### src/rtl/mc_ctrl_if.sv
// Control bundle between the multi-cycle controller and the MIPS-subset datapath.
// The controller takes the slave view; the datapath (or bench) drives op/funct/zero.
interface mc_ctrl_if;
  logic [5:0]  op;
  logic [5:0]  funct;
  logic        zero;
  logic [2:0]  state;
  logic        IRWr;
  logic        PCWr;
  logic [1:0]  PCSrc;
  logic [1:0]  EOp;
  logic        ALUSrcB;
  logic [1:0]  ALUOp;
  logic        MemWr;
  logic        RegWr;
  logic        RegDst;
  logic        MemtoReg;
  logic [31:0] instr_cnt;

  modport slave (
    input  op, funct, zero,
    output state, IRWr, PCWr, PCSrc, EOp, ALUSrcB, ALUOp,
           MemWr, RegWr, RegDst, MemtoReg, instr_cnt
  );

  modport master (
    output op, funct, zero,
    input  state, IRWr, PCWr, PCSrc, EOp, ALUSrcB, ALUOp,
           MemWr, RegWr, RegDst, MemtoReg, instr_cnt
  );
endinterface

### src/rtl/mc_ctrl.sv
// Multi-cycle FETCH/DECODE/EXE/MEM/WB sequencer for the MIPS-subset datapath,
// with Moore control outputs and a retired-instruction counter.
module mc_ctrl (
  input  logic    clk,
  input  logic    reset,
  mc_ctrl_if.slave bus
);
  typedef enum logic [2:0] {
    S_FETCH  = 3'd0,
    S_DECODE = 3'd1,
    S_EXE    = 3'd2,
    S_MEM    = 3'd3,
    S_WB     = 3'd4
  } state_t;

  localparam logic [5:0] OP_RTYPE = 6'b000000;
  localparam logic [5:0] OP_ORI   = 6'b001101;
  localparam logic [5:0] OP_LUI   = 6'b001111;
  localparam logic [5:0] OP_LW    = 6'b100011;
  localparam logic [5:0] OP_SW    = 6'b101011;
  localparam logic [5:0] OP_BEQ   = 6'b000100;
  localparam logic [5:0] OP_J     = 6'b000010;
  localparam logic [5:0] FN_ADDU  = 6'b100001;
  localparam logic [5:0] FN_SUBU  = 6'b100011;

  state_t      r_state;
  state_t      w_next;
  logic [31:0] r_cnt;

  logic w_addu, w_subu, w_ori, w_lui, w_lw, w_sw, w_beq, w_j, w_supported;
  logic w_retire;
  logic w_irwr, w_pcwr, w_memwr, w_regwr;
  logic w_alusrcb, w_regdst, w_memtoreg;
  logic [1:0] w_pcsrc, w_aluop;

  assign w_addu = (bus.op == OP_RTYPE) && (bus.funct == FN_ADDU);
  assign w_subu = (bus.op == OP_RTYPE) && (bus.funct == FN_SUBU);
  assign w_ori  = (bus.op == OP_ORI);
  assign w_lui  = (bus.op == OP_LUI);
  assign w_lw   = (bus.op == OP_LW);
  assign w_sw   = (bus.op == OP_SW);
  assign w_beq  = (bus.op == OP_BEQ);
  assign w_j    = (bus.op == OP_J);
  assign w_supported = w_addu | w_subu | w_ori | w_lui | w_lw | w_sw | w_beq | w_j;

  always_ff @(posedge clk or posedge reset) begin
    if (reset) r_state <= S_FETCH;
    else       r_state <= w_next;
  end

  // w_retire marks the last cycle of a legal instruction; illegal states never count.
  always_comb begin
    w_next     = S_FETCH;
    w_retire   = 1'b0;
    w_irwr     = 1'b0;
    w_pcwr     = 1'b0;
    w_pcsrc    = 2'b00;
    w_alusrcb  = 1'b0;
    w_aluop    = 2'b00;
    w_memwr    = 1'b0;
    w_regwr    = 1'b0;
    w_regdst   = 1'b0;
    w_memtoreg = 1'b0;
    case (r_state)
      S_FETCH: begin
        w_irwr = 1'b1;
        w_pcwr = 1'b1;
        w_next = S_DECODE;
      end
      S_DECODE: begin
        if (w_j) begin
          w_pcwr  = 1'b1;
          w_pcsrc = 2'b10;
        end
        if (w_j || !w_supported) begin
          w_next   = S_FETCH;
          w_retire = 1'b1;
        end else begin
          w_next = S_EXE;
        end
      end
      S_EXE: begin
        if (w_subu || w_beq) w_aluop = 2'b01;
        else if (w_ori)      w_aluop = 2'b10;
        w_alusrcb = w_ori | w_lui | w_lw | w_sw;
        if (w_beq) begin
          w_pcwr   = bus.zero;
          w_pcsrc  = 2'b01;
          w_next   = S_FETCH;
          w_retire = 1'b1;
        end else if (w_lw || w_sw) begin
          w_next = S_MEM;
        end else begin
          w_next = S_WB;
        end
      end
      S_MEM: begin
        if (w_sw) begin
          w_memwr  = 1'b1;
          w_next   = S_FETCH;
          w_retire = 1'b1;
        end else begin
          w_next = S_WB;
        end
      end
      S_WB: begin
        w_regwr    = 1'b1;
        w_regdst   = w_addu | w_subu;
        w_memtoreg = w_lw;
        w_next     = S_FETCH;
        w_retire   = 1'b1;
      end
      default: w_next = S_FETCH;
    endcase
  end

  always_ff @(posedge clk or posedge reset) begin
    if (reset)         r_cnt <= 32'd0;
    else if (w_retire) r_cnt <= r_cnt + 32'd1;
  end

  // Write enables are held off for the whole reset window, not just the edge.
  assign bus.IRWr      = w_irwr  & ~reset;
  assign bus.PCWr      = w_pcwr  & ~reset;
  assign bus.MemWr     = w_memwr & ~reset;
  assign bus.RegWr     = w_regwr & ~reset;
  assign bus.PCSrc     = w_pcsrc;
  assign bus.ALUSrcB   = w_alusrcb;
  assign bus.ALUOp     = w_aluop;
  assign bus.RegDst    = w_regdst;
  assign bus.MemtoReg  = w_memtoreg;
  assign bus.state     = r_state;
  assign bus.instr_cnt = r_cnt;
  assign bus.EOp       = w_ori ? 2'b01 : w_lui ? 2'b10 : w_beq ? 2'b11 : 2'b00;
endmodule
### src/flat_wrapper.sv
// flat-port wrapper written by rule: the top's interface ports become plain ports
module mc_ctrl_flat 
  (clk, reset, bus_op, bus_funct, bus_zero, bus_state, bus_IRWr, bus_PCWr, bus_PCSrc, bus_EOp, bus_ALUSrcB, bus_ALUOp, bus_MemWr, bus_RegWr, bus_RegDst, bus_MemtoReg, bus_instr_cnt);
  mc_ctrl_if bus_i ();
  input  logic clk;
  input  logic reset;
  input wire logic [$bits(bus_i.op)-1:0] bus_op;
  input wire logic [$bits(bus_i.funct)-1:0] bus_funct;
  input wire logic [$bits(bus_i.zero)-1:0] bus_zero;
  output wire logic [$bits(bus_i.state)-1:0] bus_state;
  output wire logic [$bits(bus_i.IRWr)-1:0] bus_IRWr;
  output wire logic [$bits(bus_i.PCWr)-1:0] bus_PCWr;
  output wire logic [$bits(bus_i.PCSrc)-1:0] bus_PCSrc;
  output wire logic [$bits(bus_i.EOp)-1:0] bus_EOp;
  output wire logic [$bits(bus_i.ALUSrcB)-1:0] bus_ALUSrcB;
  output wire logic [$bits(bus_i.ALUOp)-1:0] bus_ALUOp;
  output wire logic [$bits(bus_i.MemWr)-1:0] bus_MemWr;
  output wire logic [$bits(bus_i.RegWr)-1:0] bus_RegWr;
  output wire logic [$bits(bus_i.RegDst)-1:0] bus_RegDst;
  output wire logic [$bits(bus_i.MemtoReg)-1:0] bus_MemtoReg;
  output wire logic [$bits(bus_i.instr_cnt)-1:0] bus_instr_cnt;
  assign bus_i.op = bus_op;
  assign bus_i.funct = bus_funct;
  assign bus_i.zero = bus_zero;
  assign bus_state = bus_i.state;
  assign bus_IRWr = bus_i.IRWr;
  assign bus_PCWr = bus_i.PCWr;
  assign bus_PCSrc = bus_i.PCSrc;
  assign bus_EOp = bus_i.EOp;
  assign bus_ALUSrcB = bus_i.ALUSrcB;
  assign bus_ALUOp = bus_i.ALUOp;
  assign bus_MemWr = bus_i.MemWr;
  assign bus_RegWr = bus_i.RegWr;
  assign bus_RegDst = bus_i.RegDst;
  assign bus_MemtoReg = bus_i.MemtoReg;
  assign bus_instr_cnt = bus_i.instr_cnt;
  mc_ctrl u_core (.clk(clk), .reset(reset), .bus(bus_i));
endmodule
### config.mk
export PLATFORM = sky130hd
export DESIGN_NAME = mc_ctrl_flat
export DESIGN_NICKNAME = d
export VERILOG_FILES = /design/src/rtl/mc_ctrl_if.sv /design/src/rtl/mc_ctrl.sv /design/src/flat_wrapper.sv
export SDC_FILE = /design/constraint.sdc
export NUM_CORES = 1
export LEC_CHECK = 0
export ABC_AREA = 1
export ABC_CLOCK_PERIOD_IN_PS = 3010
export CAP_MARGIN = 5
export CORE_MARGIN = 2
export CORE_UTILIZATION = 60
export DETAILED_ROUTE_END_ITERATION = 12
export DONT_BUFFER_PORTS = 1
export GPL_ROUTABILITY_DRIVEN = 0
export PLACE_DENSITY = 0.77
export SLEW_MARGIN = 20
export SYNTH_ARGS = -nofsm -noshare
export SYNTH_HDL_FRONTEND = slang
export SYNTH_SLANG_ARGS = --single-unit
### constraint.sdc
create_clock -name clk -period 3.01 [get_ports clk]
set_clock_uncertainty 0.2 [all_clocks]
set_input_delay 0.4515 -clock clk [delete_from_list [all_inputs] [get_ports clk]]
set_output_delay 0.4515 -clock clk [all_outputs]
set_load 0.02 [all_outputs]
==> impl_metrics.json <==
{
  "crit_path_start_kind": "flip-flop",
  "min_path_cells": 3,
  "wl_per_cell_um": 13.7,
  "synth_edf_count": 0,
  "grt_pass1_wl_mm": 10.9,
  "antennaDiodeCount": 0,
  "syn_avg_cell_area_um2": 6.47,
  "worstReg2RegStart": "u_core.bus.state[1]",
  "synth.most_common_cell": "nand2_1",
  "die-area_um2": 4930,
  "totalWireLength_mm": 6.31,
  "grt_pass1_vias": 2386,
  "root_buffer": "clkbuf_8",
  "hold_start": "bus_op[2]",
  "die_h_um": 70.2,
  "power_mw": 1.40,
  "io_pins": 63,
  "ys_warn_count": 0,
  "vias": 2564,
  "reg2reg_depth": 7,
  "status": "completed",
  "yosysSeqAreaShare_pct": 33.3,
  "postRouteAntennaNets": 0,
  "period_share_pct": 86.5,
  "syn-instance-count": 407,
  "grt_max_degree": 34,
  "synth_area_um2": 2630,
  "fp-row-count": 24,
  "post-route-min-period_ns": 2.60,
  "grt_remaining_overflow": 0,
  "netlist_top_cells_area": "dfrtp_1 33%, nand2_1 26%, nor2_1 8.6%",
  "drive_above_1_share_pct": 8.78,
  "holdCritPathClass": "in -> reg",
  "grt-busiest-layer": "met2",
  "slew_viol_final": 0,
  "fin_nets": 425,
  "clock_latency_ns": 0.30,
  "rrSetupSlack_ns": 0.82,
  "synthFlopType": "dfrtp_1",
  "post-dp-hpwl_mm": 4.72,
  "postSynth.asyncResetShare_pct": 100,
  "cp-end-kind": "primary output",
  "ys_ff_latch": 35,
  "core_area_um2": 4290,
  "min_to": "u_core.bus.state[0]",
  "use_met1_pct": 33.4,
  "first_iter_violations": 151,
  "via_per_inst": 5.55,
  "powerDensity_nw_per_um2": 506,
  "critical_path_class": "reg -> out",
  "cts.sinks": 35,
  "max_freq_mhz": 384,
  "route.detailed.drc": 0,
  "crit_fanout": 4,
  "drt-pass1-iter-count": 4,
  "cts_tree": "built",
  "antenna_found_initial": 0,
  "cts_resized": 0,
  "p_leak_nw": 1.38,
  "path_clk_slew_ns": 0.07,
  "required_ns": 2.36,
  "dieWidth_um": 70.2,
  "arrival_ns": 1.95,
  "setup_tns_ns": 0,
  "vdd_drop_max_v": 0.000394,
  "port_buffers": 0,
  "hold_viol_final": 0,
  "synth_top_area_cell": "dfrtp_1",
  "grtUsageTotal_pct": 27.5,
  "use_met2_pct": 46.1,
  "synth_cell_types": 29,
  "tightest_slew_ns": 0.683,
  "grtUsageMet3_pct": 8.66,
  "clockBufferDepth": 2,
  "h-tree-depth": 2,
  "finalSetupViolations": 0,
  "syn_to_final_growth_pct": 5.37,
  "cap_violations": 0,
  "start_util_pct": 61.3,
  "rsz0062_at_grt": "no",
  "synth_fp_nets": 423,
  "cts_inserted_buffers": 5,
  "synth_top_area_share_pct": 33.3,
  "r2r_end": "u_core.bus.instr_cnt[12]",
  "slew_headroom_pct": 54.1,
  "synth_common_cells": "179 x nand2_1, 60 x nor2_1, 38 x nand3_1"
}
[area by class of cell]
type | instances | area, µm²
multi-input combinational | 336 | 1600
inverter | 27 | 101
timing repair buffer | 4 | 32.5
tap | 52 | 65.1
clock buffer | 8 | 100
sequential | 35 | 876
fill | 407 | 1520
[worst max-delay path by stage]
| stage | from | endpoint | slack, ns | cells past startpoint |
|---|---|---|---|---|
| after floorplan | u_core.bus.state[0] | bus_PCWr | 0.92 | 5 |
| after global placement | u_core.bus.state[0] | bus_PCWr | 0.79 | 4 |
| after detailed placement | u_core.bus.state[0] | bus_PCWr | 0.72 | 4 |
| after CTS | u_core.bus.state[0] | bus_PCWr | 0.41 | 4 |
| after global routing | u_core.bus.state[0] | bus_PCWr | 0.33 | 4 |
| final | u_core.bus.state[0] | bus_PCWr | 0.41 | 4 |
[critical path: stages, from the launching register on]
cell and delay (ns):
dfrtp_1 0.48, inv_1 0.14, nor3_2 0.30, nand4_1 0.23, a31oi_1 0.51
[power by group]
| group | total [mW] | internal [mW] | switching (mW) |
|---|---|---|---|
| registers | 0.595 | 0.510 | 0.0849 |
| clock network | 0.384 | 0.209 | 0.175 |
| logic | 0.423 | 0.112 | 0.311 |
[registers in the layout, indices dropped and copies added (netlist names)]
| name | flops |
|---|---|
| u_core.bus.state | 3 |
| u_core.bus.instr_cnt | 32 |
[layer usage]
| layer | routed length, µm | vias to the layer above |
|---|---|---|
| met3 | 445 | 13 |
| met1 | 2800 | 1180 |
| met2 | 2960 | 86 |
| met4 | 111 | 0 |
| li1 | - | 1285 |
| met5 | 0 | - |
[kinds of logic (layout without fill, tap and decap cells)]
kind of cell	count (synthesis)	count (layout)	share of synthesized area, %
and+or+nand+nor	316	316	54.4
DFF	35	35	33.3
buffers and inverters	36	39	5.99
adders and majority gates	1	1	0.475
AOI/OAI and AO/OA	4	4	0.903
xor gates and xnor gates	15	15	4.99
[through the flow]
step	setup WS [ns]	area [µm²]	hold slack, ns	std cells	utilization, %
after floorplan	0.925	2630	0.406	407	-
final	0.406	2770	0.190	462	64.6
after CTS	0.409	2770	0.181	462	64.6
after global placement	0.791	2660	0.0228	453	62.0
after detailed placement	0.717	2660	0.0237	453	62.0
after global routing	0.328	2770	0.199	462	64.6
[cell usage in the layout, fill, tap and decap left out, types with 2 or more instances in the layout]
cell      synthesis  final
nand3_2           3      3
nor3_2            2      2
buf_4             2      3
nand3b_1         15     15
xor2_1           11     11
inv_2             9      9
nor2_8            2      2
nand2_2           2      2
nand2_1         179    179
nand4_1           5      5
nor2_1           60     60
xnor2_1           4      4
nor2_2            4      4
dfrtp_1          35     35
inv_1            17     17
clkbuf_8          0      7
nand3_1          38     38
nor3_1            2      2
[repair_timing]
item	4_1_cts	5_1_grt
hold buffers	1	0
setup endpoints to repair	0	0
setup buffers	0	0
endpoints found under the hold margin	3	0
Note: power is estimated with default switching activity, not from simulation.
